==> src/rtl/somador_serial_param.sv <==
// Multi-cycle adder/subtractor: CHUNK bits per clock over WIDTH/CHUNK cycles, valid/ready on both sides.
// Define SOMADOR_FLAGS_EN to compile in the ovf/zero flags; otherwise both ports are tied to 0.
module somador_serial_param #(
    parameter int WIDTH = 8,
    parameter int CHUNK = 4
) (
    input  logic             clk,
    input  logic             rst,
    input  logic [WIDTH-1:0] a,
    input  logic [WIDTH-1:0] b,
    input  logic             op,
    input  logic             in_valid,
    output logic             in_ready,
    output logic [WIDTH:0]   s,
    output logic             out_valid,
    input  logic             out_ready,
    output logic             ovf,
    output logic             zero
);

    localparam int N  = WIDTH / CHUNK;
    localparam int KW = (N > 1) ? $clog2(N) : 1;
    localparam logic [KW-1:0] LAST_K = KW'(N - 1);

    typedef enum logic [1:0] {IDLE, CALC, DONE} state_t;

    state_t           state_q;
    logic [WIDTH-1:0] a_q;
    logic [WIDTH-1:0] b_q;
    logic             carry_q;
    logic [KW-1:0]    k_q;
    logic [WIDTH:0]   s_q;
    logic             in_ready_q;
    logic             out_valid_q;

    logic [CHUNK-1:0] aChunk;
    logic [CHUNK-1:0] bChunk;
    logic [CHUNK:0]   chunkSum;
    logic [WIDTH-1:0] result_d;

    // Chunk k is selected by comparing against every constant slot, keeping the ripple only CHUNK bits long.
    always_comb begin
        aChunk   = '0;
        bChunk   = '0;
        result_d = s_q[WIDTH-1:0];
        for (int i = 0; i < N; i++) begin
            if (k_q == KW'(i)) begin
                aChunk = a_q[i*CHUNK +: CHUNK];
                bChunk = b_q[i*CHUNK +: CHUNK];
            end
        end
        chunkSum = {1'b0, aChunk} + {1'b0, bChunk} + {{CHUNK{1'b0}}, carry_q};
        for (int i = 0; i < N; i++) begin
            if (k_q == KW'(i)) begin
                result_d[i*CHUNK +: CHUNK] = chunkSum[CHUNK-1:0];
            end
        end
    end

    always_ff @(posedge clk) begin
        if (rst) begin
            state_q     <= IDLE;
            a_q         <= '0;
            b_q         <= '0;
            carry_q     <= 1'b0;
            k_q         <= '0;
            s_q         <= '0;
            in_ready_q  <= 1'b1;
            out_valid_q <= 1'b0;
        end else begin
            case (state_q)
                IDLE: begin
                    if (in_valid) begin
                        a_q        <= a;
                        b_q        <= b ^ {WIDTH{op}};
                        carry_q    <= op;
                        k_q        <= '0;
                        in_ready_q <= 1'b0;
                        state_q    <= CALC;
                    end
                end
                CALC: begin
                    s_q[WIDTH-1:0] <= result_d;
                    carry_q        <= chunkSum[CHUNK];
                    k_q            <= k_q + KW'(1);
                    if (k_q == LAST_K) begin
                        s_q[WIDTH]  <= chunkSum[CHUNK];
                        k_q         <= '0;
                        out_valid_q <= 1'b1;
                        state_q     <= DONE;
                    end
                end
                DONE: begin
                    if (out_ready) begin
                        out_valid_q <= 1'b0;
                        in_ready_q  <= 1'b1;
                        state_q     <= IDLE;
                    end
                end
                default: begin
                    state_q     <= IDLE;
                    in_ready_q  <= 1'b1;
                    out_valid_q <= 1'b0;
                end
            endcase
        end
    end

    assign in_ready  = in_ready_q;
    assign out_valid = out_valid_q;
    assign s         = s_q;

`ifdef SOMADOR_FLAGS_EN
    logic ovf_q;
    logic zero_q;
    logic ovfChunk;

    // Same operand signs but a different result sign is equivalent to carry-in XOR carry-out at the MSB.
    assign ovfChunk = (aChunk[CHUNK-1] == bChunk[CHUNK-1]) && (chunkSum[CHUNK-1] != aChunk[CHUNK-1]);

    always_ff @(posedge clk) begin
        if (rst) begin
            ovf_q  <= 1'b0;
            zero_q <= 1'b0;
        end else if (state_q == CALC && k_q == LAST_K) begin
            ovf_q  <= ovfChunk;
            zero_q <= (result_d == '0);
        end
    end

    assign ovf  = ovf_q;
    assign zero = zero_q;
`else
    assign ovf  = 1'b0;
    assign zero = 1'b0;
`endif

endmodule

==> config.mk <==
export PLATFORM = sky130hd
export DESIGN_NAME = somador_serial_param
export DESIGN_NICKNAME = d
export VERILOG_FILES = /design/src/rtl/somador_serial_param.sv
export SDC_FILE = /design/constraint.sdc
export NUM_CORES = 1
export LEC_CHECK = 0
export CORE_MARGIN = 2
export CORE_UTILIZATION = 49
export DETAILED_ROUTE_END_ITERATION = 7
export PLACE_DENSITY = 0.78
export SLEW_MARGIN = 20
export SYNTH_ARGS = -nofsm -noshare
export SYNTH_HDL_FRONTEND = slang
export SYNTH_SLANG_ARGS = --single-unit
export TNS_END_PERCENT = 5
==> constraint.sdc <==
create_clock -name clk -period 2.75 [get_ports clk]
set_input_delay 0.825 -clock clk [delete_from_list [all_inputs] [get_ports clk]]
set_output_delay 0.825 -clock clk [all_outputs]
set_load 0.03 [all_outputs]
Yosys cells after proc, flatten, opt, wreduce, memory -nomap -nowiden:

Cells that the tools add are included.
Widths: inputs -> output; s select.

* register bits: 31
* bits of input ports: 21
* output and inout bits: 13
* logic and storage cells: 46

* add/sub/neg operators: 3
* equal/unequal tests: 5
* mux-type cells: 16
* bitwise operators: 4
* reduce and logical (&&, ||, !) cells: 9

Operator list (number)
* $reduce_and 3->1: 3
* $mux 4: 2
* $reduce_and 2->1: 4
* $xor 8x8->8: 1
* $mux 1: 6
* $mux 2: 3
* $ne 2x2->1 const B: 3
* $pmux 1 s3: 2
* $pmux 2 s3: 1
* $add 4x4->5: 1
* $add 5x1->5: 1
* $pmux 1 s2: 2
* $not 1->1: 3
* $eq 2x1->1 const B: 1
* $eq 2x2->1 const B: 1
* $logic_not 2->1: 1
* $reduce_bool 2->1: 1
* $add 1x1->1 const B: 1

Logic depth before layout (Yosys ltp):

Gate-level depths: netlist of run 1.

* depth after elaboration: 4
* depth in mapped cells: 8
* mapped depth without buffers: 7

Least setup slack after synthesis of run 1:

No wires, ideal clock.

* path kind: flip-flop to flip-flop
* from: register k_q
* to: register s_q[3] (netlist: s[3])
* data arrival time: 2.009 ns
* setup slack: 0.619 ns
* cell stages (with the launch flop): 7
* buffers on the path: 1
* period minus slack after synthesis: 2.131 ns
* cell sequence: dfxtp_1 buf_2 mux2_2 fa_1 a21o_1 a21o_1 a311o_1

* cells in the longest elaborated chain, start to end: 3

Ends and longest elaborated chain
* from (decl): RTL line 31 `logic [KW-1:0] k_q;`
* from (signal assigned): RTL line 85 `k_q <= k_q + KW'(1);`
* $mux 4: RTL line 47 `if (k_q == KW'(i)) begin`
* $add 4x4->5: RTL line 52 `chunkSum = {1'b0, aChunk} + {1'b0, bChunk} + {{CHUNK{1'b0}}, carry_q};`
* $add 5x1->5: RTL line 52
* to (signal, indexed assignment): RTL line 83 `s_q[WIDTH-1:0] <= result_d;`
* to (signal, indexed assignment): RTL line 87 `s_q[WIDTH] <= chunkSum[CHUNK];`
* to (decl): RTL line 32 `logic [WIDTH:0] s_q;`

Several ways; a longest one is shown, not always the timed one.
A chain may end at the register's enable or synchronous reset.

Final worst setup path of run 1:

* from: register k_q
* to: register s_q[7] (netlist: s[7])

The elaborated chain is that of the path after synthesis.

==> key figures, run 1 <==
Synth
  • Mapped Cells: ~170
  • Syn_area_per_cell: just over 9 sq um
  • Warnings, synthesis: 0
  • Post-synth EDFFs: 0
  • Library cells used by synthesis: 35
  • Register area share after synthesis: 0.413
  • Async SR Flop Fraction: 0
  • Synth Cell Area: approximately 1500 sq um
  • #FFs+latches synth: 31
  • Prevailing post-synth register cell: dfxtp_1

STA
  • Final setup fails: 0
  • Relative slew slack: 0.626
  • Pins Over Slew Limit: 0
  • Final Skew: between 5 and 6 ps
  • Final period util: 0.921
  • Min Clock Period, post-route: between 2000 and 3000 ps
  • Hold Vio Cnt, Final: 0
  • Worst Tran Pin Value: between 500 and 600 ps
  • RSZ-0062 raised after global routing: no
  • TNS Setup: 0 ps
  • Fmax: approximately 390 MHz

Worst hold path
  • WHS Path Cells: 2
  • Worst Hold Class: reg -> reg
  • Worst hold start: s[2]
  • Worst hold endpoint: s[2]

CTS
  • Clock Pin Slew Worst Setup and Hold Paths: approximately 90 ps
  • CTS tree: done
  • Clk_lat worst skew: roughly 330 ps
  • Total CTS buffers: 5
  • CTS Buffer Depth: 2
  • Htree depth: 2
  • Root Driver: clkbuf_4
  • CTS hold repair buffers: 0
  • Post-CTS Setup Bufs: 0
  • TritonCTS Sinks: 31
  • Post-cts resize count: 0

Global route
  • First-pass GRT wire length: 5.04 mm
  • Pin count of the biggest net entering global routing: 25
  • Vias in the first global route: ~1100
  • Grt total ovfl: 0
  • Total global-route track usage: 0.196
  • Initial antenna violation count: 0

Critical path
  • Crit Path Max Fanout: 14
  • CP Data Arrival Time: between 2000 and 3000 ps
  • Crit Path Class: reg -> reg
  • R2r setup slk: between 200 and 250 ps
  • R2R depth: 5
  • Crit end category: register
  • FF-to-FF Start: k_q
  • Reg2Reg Capture Point: s[7]
  • Crit path launch type: register
  • WP data required: ~3000 ps

Die
  • Io pins: 34
  • Die area: ~3500 sq um
  • Initial Utilization: 0.505
  • DIE HEIGHT: 59.4 um
  • Core area: approximately 3000 sq um
  • FP Rows: 20
  • Die width: ~59 um

Job
  • Max cap viols: 0

Cells and area
  • Nets: ~220
  • Layout Utilization: 0.623
  • # fillers: between 200 and 300
  • Commonest cells after routing, fill and taps aside: 31 x dfxtp_1, 31 x clkdlybuf4s50_1, 21 x nand2_1
  • Number of inserted diodes: 0
  • Area growth syn-to-layout: 23.4%
  • Share of cells above drive strength 1: 0.0979

Route
  • Remaining DRCs: 0
  • Total Wirelength: between 2 and 3 mm
  • WL/cell: about 13 um
  • Starting DRT DRC Count: 46
  • TritonRoute pass-1 iters: 4
  • Drt via density: between 5 and 6
  • DR vias: around 1200
  • Post-DRT Antenna Nets: 0

Placement
  • Gpl congestion: roughly 0.88
  • # port buffers: 31
  • DP HPWL: about 2.3 mm

Pwr
  • Pleak: slightly above 0.7 nW
  • Max VDD drop: about 0.33 mV
  • Power per cell area: 520 nW/um^2

Status
  • Outcome: finished clean
-- logic make-up (layout without fill, tap and decap cells) --
family / Yosys count / count (layout) / synth area share
AND/OR/NAND/NOR: 55 / 55 / 0.180
adder cells (fa/ha/maj): 5 / 5 / 0.0516
flip-flops: 31 / 31 / 0.413
other: 1 / 2 / 0.00250
multiplexers: 11 / 11 / 0.0783
AO/OA/AOI/OAI: 37 / 37 / 0.167
buffers and inverters: 17 / 44 / 0.0549
XOR/XNOR: 9 / 9 / 0.0525
-- flip-flops by register name, summed over array words and instances (netlist names) --
signal     flops
state_q        2
b_q            8
carry_q        1
s              9
out_valid      1
k_q            1
a_q            8
in_ready       1
-- how the worst max path moves through the flow --
stage / start / end / depth (start not counted)
detailed placement: k_q / s[7] / 5
finish: k_q / s[7] / 5
global route: k_q / s[7] / 5
global placement: k_q / s[7] / 5
floorplan: k_q / s[3] / 6
CTS: k_q / s[7] / 5
-- report_power, final --
group	internal (W)	total (W)	leakage [nW]	switching, W
clock	0.0000907	0.000235	0.0242	0.000144
sequential	0.000481	0.000506	0.254	0.0000254
combinational	0.000110	0.000222	0.432	0.000112
total	0.000682	0.000963	0.711	0.000282
-- critical path, stage by stage (launching register included) --
cell,delay [ps]
dfxtp_1,680
mux2_2,420
fa_1,440
a21o_1,210
a2111oi_0,530
a311o_1,200
-- through the flow --
| stage | cell area, sq um | power, W | setup WS, ps | instances | hold WS [ps] |
|---|---|---|---|---|---|
| after global routing | 1850 | 0.00102 | 145 | 227 | 490 |
| final | 1850 | 0.000963 | 218 | 227 | 459 |
| after global placement | 1810 | 0.000730 | 485 | 221 | 445 |
| after CTS | 1850 | 0.000971 | 256 | 227 | 464 |
| after floorplan | 1510 | 0.000664 | 619 | 167 | 433 |
| after detailed placement | 1810 | 0.000739 | 292 | 221 | 452 |
-- cell usage after synthesis, drive strengths merged, types with 2 or more instances --
library cell | number | area [sq um]
a21oi | 13 | 65.1
buf | 8 | 47.5
xnor2 | 9 | 78.8
a311o | 2 | 20.0
ha | 3 | 37.5
a31oi | 2 | 12.5
mux2i | 5 | 50.1
fa | 2 | 40.0
or3b | 2 | 20.0
clkbuf | 5 | 20.0
o21ai | 2 | 10.0
a21o | 3 | 22.5
nor3b | 5 | 47.5
nand2 | 21 | 78.8
a2111oi | 2 | 23.8
nand2b | 2 | 12.5
mux2 | 6 | 67.6
dfxtp | 31 | 621
nor2 | 19 | 71.3
a211oi | 11 | 82.6
nor2b | 2 | 12.5
inv | 4 | 15.0
-- cell type report --
| type | instances | area, sq um | share of cell area |
|---|---|---|---|
| multi-input cells | 119 | 803 | 0.433 |
| flip-flops and latches | 31 | 621 | 0.335 |
| repair buffers | 34 | 333 | 0.179 |
| clock buffers | 6 | 41.3 | 0.0223 |
| well taps | 33 | 41.3 | 0.0223 |
| inverters | 4 | 15.0 | 0.00810 |
-- routing by layer --
layer  GRT usage  vias to the layer above  part of all wire
met5           0                        -                 0
met4       0.101                        0             0.020
met3      0.0721                        4             0.059
met2       0.308                       38              0.48
met1       0.234                      559              0.45
li1            -                      628                 -
Power figures use the tool's default switching activity.
==> inputs of run 2 (changes only) <==
--- a/config.mk
+++ b/config.mk
@@ -7,6 +7,7 @@
 export LEC_CHECK = 0
 export CORE_MARGIN = 2
 export CORE_UTILIZATION = 49
+export CTS_CLUSTER_DIAMETER = 100
 export DETAILED_ROUTE_END_ITERATION = 7
 export PLACE_DENSITY = 0.78
 export SLEW_MARGIN = 20
==> results of run 2 <==
The final DEF is identical to that of run 1; final timing and power are the same.
==> inputs of run 3 (changes only) <==
--- a/config.mk
+++ b/config.mk
@@ -9,6 +9,7 @@
 export CORE_UTILIZATION = 49
 export CTS_CLUSTER_DIAMETER = 100
 export DETAILED_ROUTE_END_ITERATION = 7
+export MAX_ROUTING_LAYER = met4
 export PLACE_DENSITY = 0.78
 export SLEW_MARGIN = 20
 export SYNTH_ARGS = -nofsm -noshare
==> run 3 against run 2 <==
  * Global-route usage up 0.53 points
  * Final cell count unchanged
  * Critical endpoint unchanged
  * Worst setup slack better by 3.7 ps
  * Largest cell class unchanged
  * Combinational power about the same
  * Worst hold slack about the same
==> key figures, run 3 (synthesis results as in run 1) <==
Critical path
  • Crit Path Max Fanout: 14 (unchanged)
  • Crit path launch type: register
  • Worst-path cell chain: mux2_2, fa_1, a21o_1, a2111oi_0, a311o_1
  • Crit Path Class: reg -> reg
  • Delay of the slowest critical-path stage: 700 ps (+20 ps)
  • WP data required: 3030 ps (about the same)
  • CP Data Arrival Time: 2800 ps (about the same)
  • Crit path max-delay cell type: dfxtp_1
  • Crit end category: register

Placement
  • Gpl congestion: 0.890 (+1.7%)
  • Area after DPL: 1810 sq um (unchanged)
  • DP HPWL: 2.27 mm (unchanged)
  • DP Worst Slack: 292 ps (unchanged)
  • # port buffers: 31 (unchanged)

STA
  • Relative slew slack: 0.614 (-0.0125)
  • Worst Tran Pin Value: 579 ps (+18.8 ps)
  • TNS Setup: 0 ps (unchanged)
  • Final setup fails: 0 (unchanged)
  • Final worst slack: 222 ps (+3.71 ps)
  • Hold Vio Cnt, Final: 0 (unchanged)
  • Fmax: 396 MHz (+0.15%)
  • Final period util: 0.919 (-0.00135)
  • Pins Over Slew Limit: 0 (unchanged)
  • RSZ-0062 raised after global routing: no
  • Final Skew: 2.50 ps (-3.31 ps)
  • Min Clock Period, post-route: 2530 ps (-3.71 ps)

Cells and area
  • Commonest cells after routing, fill and taps aside: 31 x dfxtp_1, 31 x clkdlybuf4s50_1, 21 x nand2_1
  • Max reg flops: 9 (unchanged)
  • Layout Utilization: 0.623 (unchanged)
  • Number of inserted diodes: 0 (unchanged)
  • Nets: 221 (unchanged)
  • # fillers: 253 (unchanged)
  • Area growth syn-to-layout: 23.4% (unchanged)
  • Share of cells above drive strength 1: 0.0979 (unchanged)
  • Fin area: 1850 sq um (unchanged)

CTS
  • Post-CTS Setup Bufs: 0 (unchanged)
  • Post-cts resize count: 0 (unchanged)
  • Htree depth: 2 (unchanged)
  • CTS tree: done
  • Clk_lat worst skew: 330 ps (about the same)
  • Total CTS buffers: 5 (unchanged)
  • CTS Buffer Depth: 2 (unchanged)
  • TritonCTS Sinks: 31 (unchanged)
  • Root Driver: clkbuf_4
  • Clock Pin Slew Worst Setup and Hold Paths: 80 ps (about the same)
  • CTS hold repair buffers: 0 (unchanged)

Pwr
  • Power per cell area: 519 nW/um^2 (-0.18%)
  • Pleak: 0.711 nW (unchanged)
  • Pwr Total: 0.000962 W (-0.18%)
  • Max VDD drop: 0.326 mV (about the same)

Route
  • WL/cell: 13.1 um (-0.50%)
  • Drt via density: 5.37 (-0.81%)
  • Starting DRT DRC Count: 27 (-41%)
  • DR vias: 1219 (-0.81%)
  • Post-DRT Antenna Nets: 0 (unchanged)
  • Remaining DRCs: 0 (unchanged)
  • TritonRoute pass-1 iters: 4 (unchanged)
  • Total Wirelength: 2.98 mm (-0.50%)

Die
  • Io pins: 34 (unchanged)
  • Core area: 2980 sq um (unchanged)
  • DIE HEIGHT: 59.4 um (unchanged)
  • Die width: 59.4 um (unchanged)
  • Initial Utilization: 0.505 (unchanged)
  • Die area: 3530 sq um (unchanged)
  • FP Rows: 20 (unchanged)

Global route
  • Initial antenna violation count: 0 (unchanged)
  • Vias in the first global route: 1150 (+0.44%)
  • Pin count of the biggest net entering global routing: 25 (unchanged)
  • Total global-route track usage: 0.201 (+0.00532)
  • First-pass GRT wire length: 5.04 mm (-0.12%)
  • Grt total ovfl: 0 (unchanged)

Status
  • Outcome: finished clean

Worst hold path
  • Worst Hold Class: reg -> reg

Job
  • Max cap viols: 0 (unchanged)
-- run 3: final cells by class --
| type | count | area, sq um | share of cell area |
|---|---|---|---|
| multi-input cells | 119 | 803 | 0.433 |
| well taps | 33 | 41.3 | 0.0223 |
| clock buffers | 6 | 41.3 | 0.0223 |
| repair buffers | 34 | 333 | 0.179 |
| flip-flops and latches | 31 | 621 | 0.335 |
| inverters | 4 | 15.0 | 0.00810 |
-- run 3: path summary, 6_finish.rpt --
| check | start | end | slack (ps) | cells after the start |
|---|---|---|---|---|
| worst max-delay path | k_q | s[7] | 220 | 5 |
| worst min-delay path | s[2] | s[2] | 460 | 2 |
| worst max register to register | k_q | s[7] | 220 | 5 |
| worst min register to register | s[2] | s[2] | 460 | 2 |
-- run 3: through the flow --
| step | hold WS [ps] | std cells |
|---|---|---|
| 2_1_floorplan | 433 | 167 |
| 3_3_place_gp | 445 | 221 |
| 5_1_grt | 489 | 227 |
| 3_5_place_dp | 452 | 221 |
| 6_report | 459 | 227 |
| 4_1_cts | 464 | 227 |
-- run 3: report_power, final --
group	switching (W)	internal (W)	total, W
clock	0.000142	0.0000907	0.000233
sequential	0.0000257	0.000481	0.000506
combinational	0.000112	0.000110	0.000222
-- run 3: critical path: cells and delay by family (launching register included) --
family                   cells  cell delay [ps]
AO/OA/AOI/OAI                3              910
multiplexers                 1              420
flip-flops                   1              700
adder cells (fa/ha/maj)      1              440
-- run 3: per-layer routing --
metal	vias up	track usage	part of all wire	wire (um)
met5	-	-	0	0
met4	0	0.101	0.019	57
met3	5	0.0721	0.053	158
met2	35	0.308	0.48	1440
met1	551	0.233	0.45	1330
li1	628	-	-	-
